$ cat src/rtl/shield_pkg.sv
// Shared types and constants for the shield deviation controller.
package shield_pkg;

  localparam int unsigned TS_W  = 16;
  localparam int unsigned OUT_W = 4;

  // Bit positions of the guarded outputs inside {a1,a2,b1,b2}
  localparam int unsigned BIT_A1 = 3;
  localparam int unsigned BIT_A2 = 2;
  localparam int unsigned BIT_B1 = 1;
  localparam int unsigned BIT_B2 = 0;

  typedef enum logic [1:0] {
    ModeIdle    = 2'd0,
    ModeMonitor = 2'd1,
    ModeRecover = 2'd2,
    ModeFault   = 2'd3
  } mode_e;

endpackage

$ cat src/rtl/shield_deviation_ctrl_if.sv
// Host-facing signal bundle of the shield deviation controller.
interface shield_deviation_ctrl_if #(
  parameter int unsigned CNT_W = 8
);
  import shield_pkg::*;

  logic             en;
  logic             clr;
  logic [OUT_W-1:0] sys_out;
  logic [OUT_W-1:0] shd_out;
  mode_e            mode;
  logic             dev;
  logic [OUT_W-1:0] dev_mask;
  logic             fault;
  logic [CNT_W-1:0] dev_count;
  logic             evt_valid;
  logic             evt_ready;
  logic [OUT_W-1:0] evt_mask;
  logic [TS_W-1:0]  evt_time;
  logic             evt_ovf;

  // Host / environment side
  modport master (
    output en, clr, sys_out, shd_out, evt_ready,
    input  mode, dev, dev_mask, fault, dev_count, evt_valid, evt_mask, evt_time, evt_ovf
  );

  // Controller side
  modport slave (
    input  en, clr, sys_out, shd_out, evt_ready,
    output mode, dev, dev_mask, fault, dev_count, evt_valid, evt_mask, evt_time, evt_ovf
  );

endinterface

$ cat src/rtl/shield_evt_buf.sv
// Single-entry valid/ready event register with a sticky drop flag.
module shield_evt_buf #(
  parameter int unsigned W = 20
) (
  input  logic         clock,
  input  logic         reset,
  input  logic         push,
  input  logic [W-1:0] data,
  input  logic         ready,
  input  logic         clr_ovf,
  output logic         valid,
  output logic [W-1:0] payload,
  output logic         ovf
);

  logic         valid_q, valid_d;
  logic [W-1:0] data_q, data_d;
  logic         ovf_q, ovf_d;
  logic         load;

  // Load when empty or being drained this cycle; otherwise a push is dropped
  always_comb begin
    load    = push && (!valid_q || ready);
    valid_d = valid_q;
    data_d  = data_q;
    ovf_d   = ovf_q;
    if (load) begin
      valid_d = 1'b1;
      data_d  = data;
    end else if (push) begin
      ovf_d = 1'b1;
    end else if (valid_q && ready) begin
      valid_d = 1'b0;
    end
    if (clr_ovf) begin
      ovf_d = 1'b0;
    end
  end

  // State register
  always_ff @(posedge clock) begin
    if (reset) begin
      valid_q <= 1'b0;
      data_q  <= '0;
      ovf_q   <= 1'b0;
    end else begin
      valid_q <= valid_d;
      data_q  <= data_d;
      ovf_q   <= ovf_d;
    end
  end

  assign valid   = valid_q;
  assign payload = data_q;
  assign ovf     = ovf_q;

endmodule

$ cat src/rtl/shield_deviation_ctrl.sv
// Supervisor beside a synthesized shield: tracks how often the shield overrides
// the system, sequences monitor/recover/fault and reports each deviation.
module shield_deviation_ctrl
  import shield_pkg::*;
#(
  parameter int unsigned WINDOW      = 16,
  parameter int unsigned MAX_DEV     = 4,
  parameter int unsigned RECOVER_CYC = 2,
  parameter int unsigned CNT_W       = 8
) (
  input  logic                    clock,
  input  logic                    reset,
  shield_deviation_ctrl_if.slave  bus
);

  localparam int unsigned WC_W = (WINDOW > 2) ? $clog2(WINDOW) : 1;
  localparam int unsigned WD_W = $clog2(MAX_DEV + 1);
  localparam int unsigned RC_W = (RECOVER_CYC > 1) ? $clog2(RECOVER_CYC) : 1;

  mode_e            mode_q, mode_d;
  logic [RC_W-1:0]  rcnt_q, rcnt_d;
  logic [WC_W-1:0]  wcnt_q, wcnt_d;
  logic [WD_W-1:0]  win_dev_q, win_dev_d;
  logic [CNT_W-1:0] dev_count_q, dev_count_d;
  logic [TS_W-1:0]  ts_q, ts_d;
  logic             dev_q;
  logic [OUT_W-1:0] dev_mask_q;

  logic             active;
  logic [OUT_W-1:0] mask;
  logic             dev_now;
  logic             wrap;
  logic [WD_W-1:0]  win_sum;
  logic             hit;
  logic [OUT_W+TS_W-1:0] evt_payload;

  // Deviation detection and window accounting for this cycle; clr masks deviations
  always_comb begin
    active  = (mode_q == ModeMonitor) || (mode_q == ModeRecover);
    mask    = bus.sys_out ^ bus.shd_out;
    dev_now = active && (mask != '0) && !bus.clr;
    wrap    = active && (wcnt_q == WC_W'(WINDOW - 1));
    // A deviation on the wrap cycle belongs to the new window
    win_sum = (wrap ? '0 : win_dev_q) + WD_W'(dev_now);
    hit     = dev_now && (win_sum >= WD_W'(MAX_DEV));
  end

  // Mode sequencing; clr and a window overrun take precedence
  always_comb begin
    mode_d = mode_q;
    rcnt_d = rcnt_q;
    if (bus.clr) begin
      mode_d = bus.en ? ModeMonitor : ModeIdle;
      rcnt_d = '0;
    end else begin
      unique case (mode_q)
        ModeIdle: begin
          if (bus.en) mode_d = ModeMonitor;
        end
        ModeMonitor, ModeRecover: begin
          if (hit) begin
            mode_d = ModeFault;
          end else if (!bus.en) begin
            mode_d = ModeIdle;
          end else if (dev_now) begin
            mode_d = ModeRecover;
            rcnt_d = RC_W'(RECOVER_CYC - 1);
          end else if (mode_q == ModeRecover) begin
            if (rcnt_q == '0) mode_d = ModeMonitor;
            else              rcnt_d = rcnt_q - 1'b1;
          end
        end
        ModeFault: ;
        default: mode_d = ModeIdle;
      endcase
    end
  end

  // Window, total counter and timestamp next state
  always_comb begin
    wcnt_d      = wcnt_q;
    win_dev_d   = win_dev_q;
    dev_count_d = dev_count_q;
    ts_d        = bus.en ? ts_q + 1'b1 : ts_q;
    if (bus.clr) begin
      wcnt_d      = '0;
      win_dev_d   = '0;
      dev_count_d = '0;
    end else begin
      if (active) begin
        wcnt_d    = wrap ? '0 : wcnt_q + 1'b1;
        win_dev_d = win_sum;
      end
      if (dev_now && (dev_count_q != {CNT_W{1'b1}})) begin
        dev_count_d = dev_count_q + 1'b1;
      end
    end
  end

  // State register
  always_ff @(posedge clock) begin
    if (reset) begin
      mode_q      <= ModeIdle;
      rcnt_q      <= '0;
      wcnt_q      <= '0;
      win_dev_q   <= '0;
      dev_count_q <= '0;
      ts_q        <= '0;
      dev_q       <= 1'b0;
      dev_mask_q  <= '0;
    end else begin
      mode_q      <= mode_d;
      rcnt_q      <= rcnt_d;
      wcnt_q      <= wcnt_d;
      win_dev_q   <= win_dev_d;
      dev_count_q <= dev_count_d;
      ts_q        <= ts_d;
      dev_q       <= dev_now;
      dev_mask_q  <= mask;
    end
  end

  shield_evt_buf #(
    .W (OUT_W + TS_W)
  ) u_evt_buf (
    .clock   (clock),
    .reset   (reset),
    .push    (dev_now),
    .data    ({mask, ts_q}),
    .ready   (bus.evt_ready),
    .clr_ovf (bus.clr),
    .valid   (bus.evt_valid),
    .payload (evt_payload),
    .ovf     (bus.evt_ovf)
  );

  assign bus.mode      = mode_q;
  assign bus.fault     = (mode_q == ModeFault);
  assign bus.dev       = dev_q;
  assign bus.dev_mask  = dev_mask_q;
  assign bus.dev_count = dev_count_q;
  assign bus.evt_mask  = evt_payload[OUT_W+TS_W-1:TS_W];
  assign bus.evt_time  = evt_payload[TS_W-1:0];

endmodule

$ cat src/flat_wrapper.sv
// flat-port wrapper written by rule: the top's interface ports become plain ports
module shield_deviation_ctrl_flat import shield_pkg::*;
#(
  parameter int unsigned WINDOW      = 16,
  parameter int unsigned MAX_DEV     = 4,
  parameter int unsigned RECOVER_CYC = 2,
  parameter int unsigned CNT_W       = 8
)
  (clock, reset, bus_en, bus_clr, bus_sys_out, bus_shd_out, bus_evt_ready, bus_mode, bus_dev, bus_dev_mask, bus_fault, bus_dev_count, bus_evt_valid, bus_evt_mask, bus_evt_time, bus_evt_ovf);
  shield_deviation_ctrl_if #(.CNT_W(CNT_W)) bus_i ();
  input  logic clock;
  input  logic reset;
  input wire logic [$bits(bus_i.en)-1:0] bus_en;
  input wire logic [$bits(bus_i.clr)-1:0] bus_clr;
  input wire logic [$bits(bus_i.sys_out)-1:0] bus_sys_out;
  input wire logic [$bits(bus_i.shd_out)-1:0] bus_shd_out;
  input wire logic [$bits(bus_i.evt_ready)-1:0] bus_evt_ready;
  output wire logic [$bits(bus_i.mode)-1:0] bus_mode;
  output wire logic [$bits(bus_i.dev)-1:0] bus_dev;
  output wire logic [$bits(bus_i.dev_mask)-1:0] bus_dev_mask;
  output wire logic [$bits(bus_i.fault)-1:0] bus_fault;
  output wire logic [$bits(bus_i.dev_count)-1:0] bus_dev_count;
  output wire logic [$bits(bus_i.evt_valid)-1:0] bus_evt_valid;
  output wire logic [$bits(bus_i.evt_mask)-1:0] bus_evt_mask;
  output wire logic [$bits(bus_i.evt_time)-1:0] bus_evt_time;
  output wire logic [$bits(bus_i.evt_ovf)-1:0] bus_evt_ovf;
  assign bus_i.en = bus_en;
  assign bus_i.clr = bus_clr;
  assign bus_i.sys_out = bus_sys_out;
  assign bus_i.shd_out = bus_shd_out;
  assign bus_i.evt_ready = bus_evt_ready;
  assign bus_mode = bus_i.mode;
  assign bus_dev = bus_i.dev;
  assign bus_dev_mask = bus_i.dev_mask;
  assign bus_fault = bus_i.fault;
  assign bus_dev_count = bus_i.dev_count;
  assign bus_evt_valid = bus_i.evt_valid;
  assign bus_evt_mask = bus_i.evt_mask;
  assign bus_evt_time = bus_i.evt_time;
  assign bus_evt_ovf = bus_i.evt_ovf;
  shield_deviation_ctrl #(.WINDOW(WINDOW), .MAX_DEV(MAX_DEV), .RECOVER_CYC(RECOVER_CYC), .CNT_W(CNT_W)) u_core (.clock(clock), .reset(reset), .bus(bus_i));
endmodule
$ cat config.mk
export PLATFORM = sky130hd
export DESIGN_NAME = shield_deviation_ctrl_flat
export DESIGN_NICKNAME = d
export VERILOG_FILES = /design/src/rtl/shield_pkg.sv /design/src/rtl/shield_deviation_ctrl_if.sv /design/src/rtl/shield_evt_buf.sv /design/src/rtl/shield_deviation_ctrl.sv /design/src/flat_wrapper.sv
export SDC_FILE = /design/constraint.sdc
export NUM_CORES = 1
export LEC_CHECK = 0
export ABC_AREA = 1
export CAP_MARGIN = 20
export CORE_MARGIN = 2
export CORE_UTILIZATION = 56
export CTS_CLUSTER_SIZE = 8
export DETAILED_ROUTE_END_ITERATION = 10
export GPL_ROUTABILITY_DRIVEN = 0
export GPL_TIMING_DRIVEN = 0
export MAX_ROUTING_LAYER = met4
export PLACE_DENSITY_LB_ADDON = 0.12
export SLEW_MARGIN = 40
export SYNTH_ARGS = -nofsm -noshare
export SYNTH_HDL_FRONTEND = slang
export SYNTH_SLANG_ARGS = --single-unit
export TNS_END_PERCENT = 1
$ cat constraint.sdc
create_clock -name clock -period 4.5 [get_ports clock]
set_input_delay 0.9 -clock clock [delete_from_list [all_inputs] [get_ports clock]]
set_output_delay 0.9 -clock clock [all_outputs]
set_load 0.02 [all_outputs]
==> results of run 1 <==
final timing paths:
kind / endpoint / start / slack, ns
setup / recovery: u_core.bus.mode[0]$_SDFFE_PP0P_ / bus_shd_out[3] / 1.48
hold / removal: u_core.u_evt_buf.payload[8]$_SDFFE_PP0P_ / u_core.u_evt_buf.payload[8]$_SDFFE_PP0P_ / 0.46
setup reg to reg: u_core.bus.mode[0]$_SDFFE_PP0P_ / u_core.bus.mode[0]$_SDFFE_PP0P_ / 1.81
hold reg to reg: u_core.u_evt_buf.payload[8]$_SDFFE_PP0P_ / u_core.u_evt_buf.payload[8]$_SDFFE_PP0P_ / 0.46
metal layers:
metal | part of all wire [%] | vias to the layer above
met1 | 46 | 1149
met3 | 5.2 | 11
met2 | 47 | 54
met5 | 0 | -
li1 | - | 1316
met4 | 1.6 | 0
state kept, by name, indices dropped and copies added, names as in the netlist:
register and count:
u_core.u_evt_buf.valid 1, u_core.wcnt_q 4, u_core.bus.dev_mask 4, u_core.win_dev_q 3, u_core.ts_q 16, u_core.u_evt_buf.payload 20, u_core.bus.dev_count 8, u_core.u_evt_buf.ovf 1
u_core.bus.mode 2, u_core.rcnt_q 1, u_core.bus.dev 1
per-stage QoR:
stage | power, mW | instance area (sq um)
2_1_floorplan | 0.748 | 2770
3_3_place_gp | 0.817 | 3340
3_5_place_dp | 0.822 | 3340
4_1_cts | 1.33 | 3550
5_1_grt | 1.37 | 3550
6_report | 1.32 | 3550
power breakdown:
| group | internal, mW | switching (mW) |
|---|---|---|
| Sequential | 0.561 | 0.0137 |
| Combinational | 0.0888 | 0.147 |
| Clock | 0.298 | 0.208 |
logic make-up after synthesis:
group | after synthesis
AND/OR/NAND/NOR | 166
AO/OA/AOI/OAI | 69
flip-flops | 61
buffers and inverters | 52
adder cells (fa/ha/maj) | 9
XOR/XNOR | 6
worst reg2reg max path, cell delays in order (launching register included):
cell     delay (ns)
dfxtp_1        0.38
inv_1          0.10
ha_1           0.43
inv_2          0.15
nor2_4         0.13
nand2_4        0.11
inv_4          0.12
buf_6          0.14
ha_1           0.15
ha_1           0.18
inv_1          0.07
nand2_2        0.09
nand2_4        0.07
nor2_4         0.12
nor2_4         0.05
o21ai_0        0.18
nor2_1         0.07
nor2_2         0.10
cell type report:
type / count / share of cell area (%)
flip-flops and latches: 61 / 34.4
plain buffers: 12 / 1.94
clock inverters: 4 / 1.27
clock buffers: 12 / 4.65
inverters: 40 / 4.37
multi-input cells: 250 / 37.2
repair buffers: 49 / 13.8
well taps: 67 / 2.36
placed cells by master (no fill, tap or decap), drive strengths merged, types with 3 or more instances in the layout:
master         netlist  final
a21oi               50     50
buf                  6      6
clkbuf               6     18
clkdlybuf4s50        0     49
clkinv               0      3
dfxtp               61     61
ha                   9      9
inv                 40     40
nand2               77     77
nand3               34     34
nand4                3      3
nor2                38     38
nor3                 9      9
o21ai               15     15
xnor2                3      3
xor2                 3      3
==> flow_summary_export.csv, run 1 <==
group,metric,value,unit
run_status,status,"completed",
cells_and_area,area_growth,28.4,%
floorplanning,rows,25,
floorplanning,dieHeight,74.3,um
critical_path,cp.required,4.73,ns
logic_synthesis,yosys.area.top_type,"dfxtp_1",
route,firstDrtPassIters,4,
logic_synthesis,synth_nets,385,
logic_synthesis,synthAdderAreaFrac,4.07,%
global_route,grt_use_total,23.7,%
timing,setup_ws,1.48,ns
cells_and_area,seq_area,1220,sq um
global_route,grt_max_degree,11,
critical_path,slowest_stage,"clkdlybuf4s50_1",
placement,port_buffers,49,
route,wl_per_cell,11.8,um
global_route,grt-ovfl-total,0,
logic_synthesis,netlist.area_leader.share,44.2,%
critical_path,cp.arrival,3.25,ns
critical_path,crit_chain,"clkdlybuf4s50_1 > inv_1 > nand2_1 > nand2_1 > nor2_1 > nand2_1 > nand2_4 > inv_4 > buf_6 > ha_1 > ha_1 > inv_1 > nand2_2 > nand2_4 > nor2_4 > nor2_4 > nand2_2 > nand2_2 > nand2_1 > nand2_1 > nor2_2",
route,post_drt_via_cell_ratio,5.11,
critical_path,cpMostUsedCell,"nand2_1",
logic_synthesis,synth_top_family_by_area,"simple AND/OR/NAND/NOR gates",
clock_tree,worstSkewPairLatency,0.34,ns
cells_and_area,finalNonFillerCells,495,
logic_synthesis,synth.avg_cell_area,7.62,sq um
global_route,grtUsageMet3,6.78,%
pwr,power_density,371,nW/um^2
route,drtIter0Drc,135,
global_route,grt_use_met2,37.6,%
clock_tree,clock_path_buffers,2,
critical_path,crit_fanout,10,
logic_synthesis,synth-compound-area-share,12.9,%
logic_synthesis,yosys_warnings,0,
critical_path,critPathLaunchType,"input pin",
global_route,grt.busiest_layer,"met2",
logic_synthesis,synth_top_cells_by_count,"nand2_1 (68), dfxtp_1 (61), a21oi_1 (50), inv_1 (36), nand3_1 (33)",
cells_and_area,antennaDiodeCount,0,
floorplanning,start_util,58.2,%
critical_path,cp_top_family,"simple AND/OR/NAND/NOR gates",
hold_path,hp-class,"reg2reg",
timing,tns,0,ns
logic_synthesis,synth_cell_types,34,
timing,hold_viol,0,
flow_run,cap_violations,0,
clock_tree,cts_buffers,9,
critical_path,worst-path-stages,21,
timing,fin_skew,0.00578,ns
logic_synthesis,yosys-top-cells-area,"dfxtp_1 (44%), nand2_1 (9.2%), a21oi_1 (9.0%)",
logic_synthesis,synth_simple_gate_area_share,28.9,%
route,drcViolationCount,0,
logic_synthesis,synth_most_common_cell,"nand2_1",
floorplanning,core,4750,sq um
logic_synthesis,synth_cells,363,
floorplanning,io_pins,51,
hold_path,whs_path_depth,2,
cells_and_area,utilization,74.7,%
global_route,grt_antenna_before_repair,0,
logic_synthesis,synth-xor-area-share,1.90,%
critical_path,r2r_cells,17,
timing,max_freq,332,MHz
logic_synthesis,synth_enable_flop_cells,0,
global_route,grtUsageMet1,29.0,%
logic_synthesis,netlist_area,2770,sq um
timing,hold_ws,0.458,ns
cells_and_area,layout.nets,445,
clock_tree,htreeDepth,3,
clock_tree,postCtsSetupRepairBufs,0,
pwr,leakagePower,1.39,nW
timing,final.period_utilization,67.0,%
cells_and_area,drive_above_1_share,10.5,%
global_route,grt_pass1_wl,9800,um
placement,dp.cells,479,
logic_synthesis,synth.area.mux_share,0,%
route,via_count,2530,
global_route,grt_pass1_vias,2273,
clock_tree,cts_tree,"built",
timing,max_slew_margin,67.5,%
critical_path,max_stage_delay,0.48,ns
pwr,peakVddDrop,0.221,mV
critical_path,endpoint_kind,"register",
clock_tree,clock-sinks,61,
timing,slew_viol_final,0,
cells_and_area,fillers,391,
critical_path,crit_type,"in2reg",
clock_tree,path_clk_slew,0.06,ns
logic_synthesis,yosysSeqAreaShare,44.2,%
logic_synthesis,synth_seq_cells,61,
placement,dp_hpwl,4150,um
floorplanning,dieArea,5520,sq um
floorplanning,die_w,74.3,um
clock_tree,cts-root-buf,"clkbuf_8",
route,ant_nets,0,
cells_and_area,multi_input_area,1320,sq um
timing,tightestPinTransition,0.487,ns
critical_path,critPathBufInv,5,
logic_synthesis,async_reset_ff_share,0,%
placement,place_ws,1.17,ns
clock_tree,cts_resized,0,
clock_tree,postCtsHoldBufs,0,
route,drt-total-wl,5860,um
logic_synthesis,synthFlopType,"dfxtp_1",
timing,rsz0062_at_grt,"false",
timing,setup_viol,0,
timing,min_period,3.02,ns
(Power assumes the default switching activity.)
==> run 2: changes to the inputs <==
Settings changed: CORE_UTILIZATION 56 to 52.
Clock period 4.5 ns to 3.1 ns, I/O delays scaled along.
==> run 2 against run 1 <==
Combinational power grew 45%; clock power grew 19%; highest routed layer unchanged; final cell count grew 0.20%; setup slack lost 1.1 ns; worst hold slack lost 0.0019 ns; clock skew grew 0.0020 ns.
==> flow_summary_export.csv, run 2 (synthesized netlist as in run 1, its figures left out) <==
group,metric,value,unit
run_status,status,"completed",
cells_and_area,largest_reg_flops,20,
pwr,power_density,507,nW/um^2
critical_path,crit_end,"u_core.bus.mode[1]$_SDFFE_PP0P_",
route,drcViolationCount,0,
timing,fin_skew,0.00783,ns
cells_and_area,layout.nets,445,
clock_tree,htreeDepth,3,
global_route,grt_use_total,21.8,%
route,firstDrtPassIters,4,
critical_path,cp-startpoint,"bus_sys_out[0]",
critical_path,r2r_slack,0.40,ns
hold_path,hp-class,"reg2reg",
route,drt-total-wl,5840,um
critical_path,critPathLaunchType,"input pin",
clock_tree,clock-sinks,61,
route,drtIter0Drc,124,
clock_tree,cts_resized,0,
pwr,leakagePower,1.36,nW
pwr,power,1.78,mW
clock_tree,worstSkewPairLatency,0.33,ns
cells_and_area,final_area,3510,sq um
timing,min_period,2.77,ns
route,ant_nets,0,
clock_tree,clock_path_buffers,2,
floorplanning,die_w,76.9,um
route,via_count,2505,
cells_and_area,final_common_cell,"nand2_1",
critical_path,cp.required,3.32,ns
floorplanning,core,5110,sq um
timing,setup_viol,0,
floorplanning,rows,26,
floorplanning,dieArea,5920,sq um
critical_path,crit_type,"in2reg",
critical_path,crit_fanout,10,
global_route,grt-ovfl-total,0,
floorplanning,dieHeight,76.9,um
critical_path,endpoint_kind,"register",
timing,tightestPinTransition,0.521,ns
route,wl_per_cell,11.8,um
placement,dp_hpwl,4250,um
clock_tree,cts_tree,"built",
global_route,grt_max_degree,11,
timing,max_slew_margin,65.3,%
clock_tree,postCtsSetupRepairBufs,0,
flow_run,cap_violations,0,
pwr,peakVddDrop,0.417,mV
critical_path,r2r-end,"u_core.bus.mode[1]$_SDFFE_PP0P_",
cells_and_area,drive_above_1_share,9.86,%
timing,slew_viol_final,0,
timing,rsz0062_at_grt,"false",
clock_tree,cts_buffers,9,
global_route,grt_antenna_before_repair,0,
clock_tree,path_clk_slew,0.06,ns
global_route,grt_pass1_wl,10100,um
timing,hold_viol,0,
floorplanning,io_pins,51,
cells_and_area,area_growth,26.9,%
clock_tree,cts-root-buf,"clkbuf_8",
timing,final.period_utilization,89.2,%
timing,max_freq,362,MHz
placement,placed_area,3340,sq um
critical_path,cp.arrival,2.99,ns
global_route,grt_pass1_vias,2360,
critical_path,worstReg2RegStart,"u_core.bus.mode[0]$_SDFFE_PP0P_",
cells_and_area,final_cell_mix,"nand2_1 (68), dfxtp_1 (61), a21oi_1 (50)",
clock_tree,postCtsHoldBufs,0,
route,post_drt_via_cell_ratio,5.05,
critical_path,r2r_cells,19,
hold_path,whs_path_depth,2,
placement,port_buffers,49,
floorplanning,start_util,54.1,%
cells_and_area,antennaDiodeCount,0,
[run 2: cell types whose count changed in the layout (fill, tap and decap cells not counted), sizes merged]
cell / previous run / this run
clkinv: 3 / 2
bufinv: 1 / 0
[run 2: worst max-delay path, cell delays in order]
cell	delay, ns
clkdlybuf4s50_1	0.48
inv_1	0.05
nand2_1	0.07
nand2_1	0.07
nor2_1	0.13
nand2_1	0.12
nand2_4	0.15
inv_4	0.08
buf_6	0.14
ha_1	0.18
ha_1	0.20
inv_1	0.07
nand2_2	0.07
nand2_4	0.08
nor2_4	0.05
nor2_4	0.11
nand2_2	0.06
nand2_2	0.08
nand2_1	0.06
nand2_1	0.07
nor2_2	0.04
[run 2: area by class of cell]
cell class	count	area, sq um
fillers	460	1600
multi-input cells	250	1320
flip-flops and latches	61	1220
repair buffers	49	490
clock buffers	12	155
inverters	40	155
well taps	70	87.6
plain buffers	12	68.8
clock inverters	2	10.0
[run 2: power by group]
part | switching (mW) | leakage (nW) | total [mW] | internal (mW)
registers | 0.0203 | 0.494 | 0.835 | 0.814
logic | 0.213 | 0.779 | 0.342 | 0.129
clock network | 0.281 | 0.0881 | 0.604 | 0.322
total | 0.515 | 1.36 | 1.78 | 1.27
[run 2: per-stage QoR]
step | setup WS [ns] | utilization [%] | std cells | hold WS [ns] | TNS (ns)
6_report | 0.335 | 68.7 | 496 | 0.456 | 0
5_1_grt | 0.107 | 68.7 | 496 | 0.476 | 0
4_1_cts | 0.321 | 68.7 | 496 | 0.459 | 0
3_5_place_dp | -0.00395 | 65.5 | 482 | 0.451 | -0.00395
3_3_place_gp | 0.0497 | 65.5 | 482 | 0.444 | 0
2_1_floorplan | 0.557 | - | 363 | 0.434 | 0
[run 2: metal layers]
metal / vias up / GRT usage (%) / part of all wire [%]
li1: 1305 / - / -
met1: 1124 / 24.7 / 45
met2: 64 / 36.1 / 48
met3: 12 / 5.76 / 5.3
met4: 0 / 10.0 / 2.0
met5: - / - / 0
[run 2: how the worst min path moves through the flow]
stage / start / end
finish: u_core.u_evt_buf.payload[3]$_SDFFE_PP0P_ / u_core.u_evt_buf.payload[3]$_SDFFE_PP0P_
global route: u_core.u_evt_buf.payload[3]$_SDFFE_PP0P_ / u_core.u_evt_buf.payload[3]$_SDFFE_PP0P_
CTS: u_core.u_evt_buf.payload[3]$_SDFFE_PP0P_ / u_core.u_evt_buf.payload[3]$_SDFFE_PP0P_
detailed placement: u_core.u_evt_buf.payload[3]$_SDFFE_PP0P_ / u_core.u_evt_buf.payload[3]$_SDFFE_PP0P_
global placement: u_core.win_dev_q[1]$_SDFFE_PP0N_ / u_core.win_dev_q[1]$_SDFFE_PP0N_
floorplan: u_core.win_dev_q[0]$_SDFFE_PP0N_ / u_core.win_dev_q[0]$_SDFFE_PP0N_
